==> config.mk <==
export PLATFORM = sky130hd
export DESIGN_NAME = vslc_multi_timer
export DESIGN_NICKNAME = d
export VERILOG_FILES = /design/src/rtl/vslc_timer_pkg.sv /design/src/rtl/vslc_timer_channel.sv /design/src/rtl/vslc_multi_timer.sv
export SDC_FILE = /design/constraint.sdc
export NUM_CORES = 1
export LEC_CHECK = 0
export BUFFER_PORTS_ARGS = -buffer_cell sky130_fd_sc_hd__buf_2
export CORE_UTILIZATION = 50
export CTS_CLUSTER_SIZE = 8
export DETAILED_ROUTE_END_ITERATION = 8
export PLACE_DENSITY = 0.8
export SLEW_MARGIN = 20
export SYNTH_ARGS = -nofsm -noshare
export SYNTH_HDL_FRONTEND = slang
export SYNTH_SLANG_ARGS = --single-unit
==> constraint.sdc <==
create_clock -name clk -period 7.7 [get_ports clk]
set_input_delay 0.385 -clock clk [delete_from_list [all_inputs] [get_ports clk]]
set_output_delay 0.385 -clock clk [all_outputs]
set_load 0.03 [all_outputs]
==> src/rtl/vslc_timer_pkg.sv <==
// Shared mode constants and channel state encoding for the VSLC multi-channel timer.
package vslc_timer_pkg;

   localparam logic [1:0] MODE_CONT    = 2'b00;
   localparam logic [1:0] MODE_ONESHOT = 2'b01;
   localparam logic [1:0] MODE_GATED   = 2'b10;

   typedef enum logic [1:0] {
      ST_IDLE = 2'd0,
      ST_PH_A = 2'd1,
      ST_PH_B = 2'd2
   } chan_state_t;

   // Reserved mode 11 falls back to free-running, so only ONESHOT stops after phase B.
   function automatic logic mode_repeats(input logic [1:0] m);
      return (m != MODE_ONESHOT);
   endfunction

endpackage

==> src/rtl/vslc_timer_channel.sv <==
// One two-phase timer channel: low for (A+1) ticks, high for (B+1) ticks,
// with shadowed periods/mode, one-shot edge detect and gated counting.
module vslc_timer_channel
   import vslc_timer_pkg::*;
#(
   parameter int WIDTH = 16
) (
   input  logic             clk,
   input  logic             rst_n,
   input  logic             tick,
   input  logic             enable,
   input  logic [1:0]       mode,
   input  logic [WIDTH-1:0] period_a,
   input  logic [WIDTH-1:0] period_b,
   input  logic             trigger,
   output logic             timer_out,
   output logic             done,
   output logic             busy
);

   localparam logic [WIDTH-1:0] CNT_ONE = WIDTH'(1);

   chan_state_t      state_reg;
   logic [WIDTH-1:0] cnt_reg;
   logic [WIDTH-1:0] shadow_a_reg;
   logic [WIDTH-1:0] shadow_b_reg;
   logic [1:0]       shadow_mode_reg;
   logic             trig_prev_reg;
   logic             timer_out_reg;
   logic             done_reg;
   logic             busy_reg;

   logic trig_rise;
   logic count_en;

   assign trig_rise = trigger & ~trig_prev_reg;
   // A gated channel ignores ticks while its trigger is low; others always count.
   assign count_en  = tick & ((shadow_mode_reg != MODE_GATED) | trigger);

   always_ff @(posedge clk) begin
      if (!rst_n || !enable) begin
         state_reg       <= ST_IDLE;
         cnt_reg         <= '0;
         shadow_a_reg    <= '0;
         shadow_b_reg    <= '0;
         shadow_mode_reg <= MODE_CONT;
         trig_prev_reg   <= 1'b0;
         timer_out_reg   <= 1'b0;
         done_reg        <= 1'b0;
         busy_reg        <= 1'b0;
      end else begin
         trig_prev_reg <= trigger;
         done_reg      <= 1'b0;
         case (state_reg)
            ST_IDLE: begin
               if (mode_repeats(mode) || trig_rise) begin
                  shadow_a_reg    <= period_a;
                  shadow_b_reg    <= period_b;
                  shadow_mode_reg <= mode;
                  cnt_reg         <= '0;
                  state_reg       <= ST_PH_A;
                  timer_out_reg   <= 1'b0;
                  busy_reg        <= 1'b1;
               end
            end
            ST_PH_A: begin
               if (count_en) begin
                  if (cnt_reg == shadow_a_reg) begin
                     cnt_reg       <= '0;
                     state_reg     <= ST_PH_B;
                     timer_out_reg <= 1'b1;
                  end else begin
                     cnt_reg <= cnt_reg + CNT_ONE;
                  end
               end
            end
            ST_PH_B: begin
               if (count_en) begin
                  if (cnt_reg == shadow_b_reg) begin
                     cnt_reg       <= '0;
                     done_reg      <= 1'b1;
                     timer_out_reg <= 1'b0;
                     // A one-shot edge landing on the final tick restarts without passing through idle.
                     if (mode_repeats(shadow_mode_reg) || trig_rise) begin
                        shadow_a_reg    <= period_a;
                        shadow_b_reg    <= period_b;
                        shadow_mode_reg <= mode;
                        state_reg       <= ST_PH_A;
                        busy_reg        <= 1'b1;
                     end else begin
                        state_reg <= ST_IDLE;
                        busy_reg  <= 1'b0;
                     end
                  end else begin
                     cnt_reg <= cnt_reg + CNT_ONE;
                  end
               end
            end
            default: begin
               state_reg     <= ST_IDLE;
               cnt_reg       <= '0;
               timer_out_reg <= 1'b0;
               busy_reg      <= 1'b0;
            end
         endcase
      end
   end

   assign timer_out = timer_out_reg;
   assign done      = done_reg;
   assign busy      = busy_reg;

endmodule

==> src/rtl/vslc_multi_timer.sv <==
// Multi-channel two-phase timer: one shared prescaler tick feeding CHANNELS
// independent timer channels sliced from packed configuration buses.
module vslc_multi_timer
   import vslc_timer_pkg::*;
#(
   parameter int WIDTH    = 16,
   parameter int CHANNELS = 4,
   parameter int PRE_W    = 8
) (
   input  logic                      clk,
   input  logic                      rst_n,
   input  logic [PRE_W-1:0]          prescale,
   input  logic [CHANNELS-1:0]       enable,
   input  logic [2*CHANNELS-1:0]     mode,
   input  logic [CHANNELS*WIDTH-1:0] period_a,
   input  logic [CHANNELS*WIDTH-1:0] period_b,
   input  logic [CHANNELS-1:0]       trigger,
   output logic [CHANNELS-1:0]       timer_out,
   output logic [CHANNELS-1:0]       done,
   output logic [CHANNELS-1:0]       busy
);

   localparam logic [PRE_W-1:0] PRE_ONE = PRE_W'(1);

   logic [PRE_W-1:0] pre_cnt_reg;
   logic             tick;

   // Comparing with >= lets a lowered prescale take effect at once instead of wrapping.
   assign tick = (pre_cnt_reg >= prescale);

   always_ff @(posedge clk) begin
      if (!rst_n) begin
         pre_cnt_reg <= '0;
      end else if (tick) begin
         pre_cnt_reg <= '0;
      end else begin
         pre_cnt_reg <= pre_cnt_reg + PRE_ONE;
      end
   end

   generate
      for (genvar gi = 0; gi < CHANNELS; gi++) begin : g_chan
         vslc_timer_channel #(
            .WIDTH (WIDTH)
         ) u_chan (
            .clk       (clk),
            .rst_n     (rst_n),
            .tick      (tick),
            .enable    (enable[gi]),
            .mode      (mode[2*gi +: 2]),
            .period_a  (period_a[WIDTH*gi +: WIDTH]),
            .period_b  (period_b[WIDTH*gi +: WIDTH]),
            .trigger   (trigger[gi]),
            .timer_out (timer_out[gi]),
            .done      (done[gi]),
            .busy      (busy[gi])
         );
      end
   endgenerate

endmodule

# Word-level counts from Yosys, hierarchy flattened
# Cells that the tools add are included.
# W data, S select, Z words.
dict set report op_classes {
  magnitude_cmp 1
  bitwise_logic 29
  n_div 0
  shift 0
  multipliers 0
  muxes 160
  n_addsub 5
  reduce_logical 46
  n_eq_ne 52
}
# operator count
set op_table {}
lappend op_table {{$mux W16} 52}
lappend op_table {{$pmux W16 S2} 8}
lappend op_table {{$pmux W16 S3} 4}
lappend op_table {{$eq A16 B16 Y1} 8}
lappend op_table {{$mux W2} 36}
lappend op_table {{$add A16 B1 Y16 const B} 4}
lappend op_table {{$ne A2 B1 Y1 const B} 32}
lappend op_table {{$mux W1} 44}
lappend op_table {{$reduce_and A5 Y1} 8}
lappend op_table {{$pmux W1 S3} 8}
lappend op_table {{$pmux W2 S3} 4}
lappend op_table {{$not A1 Y1} 17}
lappend op_table {{$pmux W2 S2} 4}
lappend op_table {{$reduce_and A4 Y1} 4}
lappend op_table {{$logic_or A1 B1 Y1} 12}
lappend op_table {{$reduce_and A3 Y1} 4}
lappend op_table {{$reduce_or A3 Y1} 4}
lappend op_table {{$add A8 B1 Y8 const B} 1}
lappend op_table {{$and A1 B1 Y1} 8}
lappend op_table {{$eq A2 B1 Y1 const B} 4}
lappend op_table {{$eq A2 B2 Y1 const B} 4}
lappend op_table {{$ge A8 B8 Y1} 1}
lappend op_table {{$logic_not A2 Y1} 4}
lappend op_table {{$ne A2 B2 Y1 const B} 4}
lappend op_table {{other kinds (4)} 14}
dict set report totals {
  output_inout_bits 12
  latch_bits 0
  reg_bits 232
  ramBits 0
  rom_bits 0
  memories 0
  elab_cells 330
}

# Longest topological paths before layout
dict set report depth {
  word_depth 7
  ltp_mapped 12
}

# Modules after synthesis
# From an unflattened synthesis, not the netlist that was laid out.
dict set report hier_totals {
  hier_cells 1310
  area_unflattened_um2 11997.8
}
# module area_per_inst_um2 cells_per_inst n_inst
set modules_own_cells {}
lappend modules_own_cells {{vslc_timer_channel (g_chan[0].u_chan)} 2939.1 313 1}
lappend modules_own_cells {{vslc_timer_channel (g_chan[3].u_chan)} 2877.8 307 1}
lappend modules_own_cells {{vslc_timer_channel (g_chan[1].u_chan)} 2852.7 316 1}
lappend modules_own_cells {{vslc_timer_channel (g_chan[2].u_chan)} 2802.7 316 1}
lappend modules_own_cells {vslc_multi_timer 525.5 58 1}

# Worst setup path after synthesis
# Ideal clock, no wire load.
dict set report synth_path {
  kind {input to register}
  from {input prescale[6]}
  to {register g_chan[2].u_chan.cnt_reg[15]}
  cell_stages 11
  arrival_time_ns 2.473
  n_path_buf 2
  slack_ns 5.155
  cell_sequence {inv_1 > ha_1 > nand4_1 > and3_1 > o21a_2 > or3_4 > and2_4 > buf_6 > buf_6 > or4b_1 > a21oi_1}
}
dict set report synth_via {
  elab_chain_len 4
  elab_cells_between_ends 5
  classes_between {order compare (1); eq/ne (2); bitwise (1); reduce/logical (1)}
}
# item line_no
set synth_lines {}
lappend synth_lines {{from (decl)} vslc_multi_timer.sv:12} ;# input logic [PRE_W-1:0] prescale,
lappend synth_lines {{$ge A8 B8 Y1 (*)} vslc_multi_timer.sv:29} ;# assign tick = (pre_cnt_reg >= prescale);
lappend synth_lines {{$and A1 B1 Y1 (*)} vslc_timer_channel.sv:38} ;# assign count_en = tick & ((shadow_mode_reg != MODE_GATED) | trigger);
lappend synth_lines {{$ne A2 B1 Y1 (no line)} --}
lappend synth_lines {{$reduce_and A3 Y1 (no line) (*)} --}
lappend synth_lines {{to (signal assigned)} vslc_timer_channel.sv:73} ;# cnt_reg <= cnt_reg + CNT_ONE;
lappend synth_lines {{to (signal assigned)} vslc_timer_channel.sv:95} ;# cnt_reg <= cnt_reg + CNT_ONE;
lappend synth_lines {{to (decl)} vslc_timer_channel.sv:24} ;# logic [WIDTH-1:0] cnt_reg;
# Mark *: on every way between the ends. The rest lies on a longest branch, timed or not.
# A chain may end at the register's enable or synchronous reset.

# Worst setup path in the final report
dict set report layout_path {
  from {register g_chan[1].u_chan.cnt_reg[12]}
  to {register g_chan[1].u_chan.cnt_reg[0]}
}
dict set report layout_via {
  elab_chain_len 4
  elab_cells_between_ends 7
  classes_between {eq/ne (2); mux (5)}
}
# item line_no
set layout_lines {}
lappend layout_lines {{from (decl)} vslc_timer_channel.sv:24}
lappend layout_lines {{from (signal assigned)} vslc_timer_channel.sv:73}
lappend layout_lines {{from (signal assigned)} vslc_timer_channel.sv:95}
lappend layout_lines {{$eq A16 B16 Y1, on equally long branches} {vslc_timer_channel.sv:79, vslc_timer_channel.sv:68}}
lappend layout_lines {{$mux W16, on equally long branches} {vslc_timer_channel.sv:79, vslc_timer_channel.sv:68}}
lappend layout_lines {{$mux W16, on equally long branches} {vslc_timer_channel.sv:78, vslc_timer_channel.sv:67}}
lappend layout_lines {{$pmux W16 S3 (*)} vslc_timer_channel.sv:54} ;# case (state_reg)
# Mark *: on every way between the ends. The rest lies on a longest branch, timed or not. The select of a mux whose other input is x is not followed.

==> impl_metrics.yaml <==
routing:
  avgViaCountPerCell: 5.53
  wl_per_cell_um: 16.2
  wl_um: 27800
  drtIter0Drc: 581
  antenna_left: 0
  num_vias: 9468
  drtPass1Iterations: 5
  drc: 0
clock_tree:
  cts_inserted_buffers: 34
  root_buffer: "clkbuf_16"
  cts_buffer_depth: 3
  cts_setup_buffers: 0
  post_cts_resized: 0
  insertion_delay_ns: 0.49
  hold_buffers: 0
  htreeDepth: 2
  cts_tree: "done"
  clock_sinks: 228
  clk_pin_slew_ns: 0.05
floorplanning:
  rows: 55
  ios: 166
  start_util_pct: 51.0
  dieArea_sq_um: 23800
  dieWidth_um: 154
  fp.dieH_um: 154
  coreArea_sq_um: 22700
global_route:
  grt-ovfl-total: 0
  grt_pass1_wl_um: 44900
  grt_pass1_vias: 9132
  grt_start_max_net_pins: 55
  track_usage_pct: 23.1
  grt_antenna_before_repair: 1
logic_synthesis:
  synth-seq-cells: 228
  synth_top_area_share_pct: 39.4
  syn-cell-area_sq_um: 11600
  seq_area_frac_synth_pct: 39.4
  synthFlopType: "dfxtp_1"
  yosysTopAreaCell: "dfxtp_1"
  synth_area_leaders: "dfxtp_1 39%, mux2i_1 12%, xor2_1 8.7%"
  async_reset_ff_share_pct: 0
  syn_avg_cell_area_sq_um: 8.95
  synth-edff-count: 0
  yosysWarnings: 0
  yosysMostFrequentCell: "dfxtp_1"
  synth_nets: 1477
  ys_types: 69
  synth_common_cells: "228 x dfxtp_1, 220 x nor2_1, 139 x mux2i_1, 115 x xor2_1, 61 x nand2_1"
  synthCells: 1294
timing:
  clock_skew_ns: 0.0131
  finalHoldViolations: 0
  setup-tns-final_ns: 0
  worst-slew-pin-transition_ns: 1.10
  period_needed_ns: 3.40
  clock.fmax_mhz: 294
  slew_viol_final: 0
  maxSlewHeadroom_pct: 26.4
  rsz0062_at_grt: "no"
  min_period_over_period_pct: 44.2
  setup_viol: 0
worst_setup_path:
  path_cells: "xor2_1, nor4_1, a41oi_1, o21ai_1, o21bai_1, mux2_2, nor2_1"
  end_kind: "register"
  start_kind: "register"
  reg2reg_slack_ns: 4.30
  r2r_start: "g_chan[1].u_chan.cnt_reg[12]$_SDFFE_PP0P_"
  r2r_end: "g_chan[1].u_chan.cnt_reg[0]$_SDFFE_PP0P_"
  max_stage_delay_ns: 0.90
  reg2reg_depth: 7
  worstSetupPathType: "reg -> reg"
  path_max_fanout: 15
  critPathLaunch: "g_chan[1].u_chan.cnt_reg[12]$_SDFFE_PP0P_"
  worstPathRequired_ns: 8.05
  cp_top_family: "compound AO/OA/AOI/OAI gates"
  crit_arrival_ns: 3.75
  cp_slowest_cell: "o21ai_1"
  worst-path-buf-inv: 0
hold_path:
  min_path_type: "in -> reg"
  hold_end: "g_chan[1].u_chan.shadow_a_reg[8]$_SDFFE_PP0P_"
  hold_depth: 3
  worstHoldStart: "period_a[24]"
place:
  hpwl_um: 19600
  io_buffer_count: 165
  gp_congestion: 0.897
finish:
  fin_util_pct: 58.6
  drive_gt1_share_pct: 17.7
  num_antenna_cells: 0
  area_growth_pct: 14.9
  nets: 1606
status:
  outcome: "finished, final reports clean"
power:
  p_per_area_nw_per_um2: 234
  leakage_nw: 6.29
  vdd_drop_max_mv: 0.163
run:
  maxCapViolations: 0
==> kinds of logic (layout without fill, tap and decap cells) <==
| logic type | after synthesis | after routing | share of synthesized area (%) |
|---|---|---|---|
| compound gates | 149 | 149 | 7.53 |
| xor+xnor | 147 | 147 | 11.2 |
| fa+ha+maj | 29 | 29 | 3.13 |
| buf+inv | 114 | 246 | 5.31 |
| flops | 228 | 228 | 39.4 |
| mux | 141 | 141 | 12.2 |
| simple gates | 486 | 486 | 21.2 |
==> per-layer routing <==
metal	GRT usage, %	wire [um]
met5	0	0
met1	29.3	12200
met2	39.5	13500
met4	7.10	560
met3	4.88	1590
==> worst min-delay path, stage by stage <==
cell	delay [ns]
buf_2	0.07
mux2i_1	0.05
nor2_1	0.07
==> how the worst max path moves through the flow <==
stage | endpoint | slack [ns] | depth (start not counted)
final | g_chan[1].u_chan.cnt_reg[0]$_SDFFE_PP0P_ | 4.30 | 7
after floorplan | g_chan[2].u_chan.cnt_reg[15]$_SDFFE_PP0P_ | 5.15 | 11
after detailed placement | g_chan[1].u_chan.cnt_reg[0]$_SDFFE_PP0P_ | 4.40 | 7
after global placement | g_chan[1].u_chan.cnt_reg[0]$_SDFFE_PP0P_ | 4.50 | 7
after global routing | g_chan[1].u_chan.cnt_reg[0]$_SDFFE_PP0P_ | 4.03 | 7
after CTS | g_chan[1].u_chan.cnt_reg[0]$_SDFFE_PP0P_ | 4.38 | 7
==> cell type report <==
| class | instances | area (sq um) |
|---|---|---|
| clock buffers | 38 | 930 |
| clock inverters | 1 | 5.00 |
| fillers | 2006 | 9400 |
| inverters | 32 | 120 |
| multi-input cells | 952 | 6430 |
| flip-flops and latches | 228 | 4560 |
| well taps | 285 | 357 |
| repair buffers | 175 | 901 |
==> metrics by stage <==
| stage | hold slack, ns | std cells | instance area, sq um | setup slack (ns) | power [mW] |
|---|---|---|---|---|---|
| 2_1_floorplan | 0.441 | 1294 | 11600 | 5.15 | 1.69 |
| 3_3_place_gp | 0.469 | 1672 | 12400 | 4.50 | 1.78 |
| 3_5_place_dp | 0.473 | 1672 | 12400 | 4.40 | 1.80 |
| 4_1_cts | 0.108 | 1711 | 13300 | 4.38 | 3.14 |
| 5_1_grt | 0.110 | 1711 | 13300 | 4.03 | 3.25 |
| 6_report | 0.131 | 1711 | 13300 | 4.30 | 3.11 |
==> cells in the final DEF, fill, tap and decap left out, types with 37 or more instances in the layout <==
master and n:
xor2_1 115, mux2i_1 139, dfxtp_1 228, clkbuf_16 37, o21ai_0 47, buf_2 165, nor2_1 220, a21oi_1 60
nand2_1 61
==> report_power, final <==
group          internal (mW)  switching [mW]
registers               1.24          0.0438
clock network          0.837           0.497
logic                  0.223           0.273
total                   2.30           0.813
(Power assumes the default switching activity.)
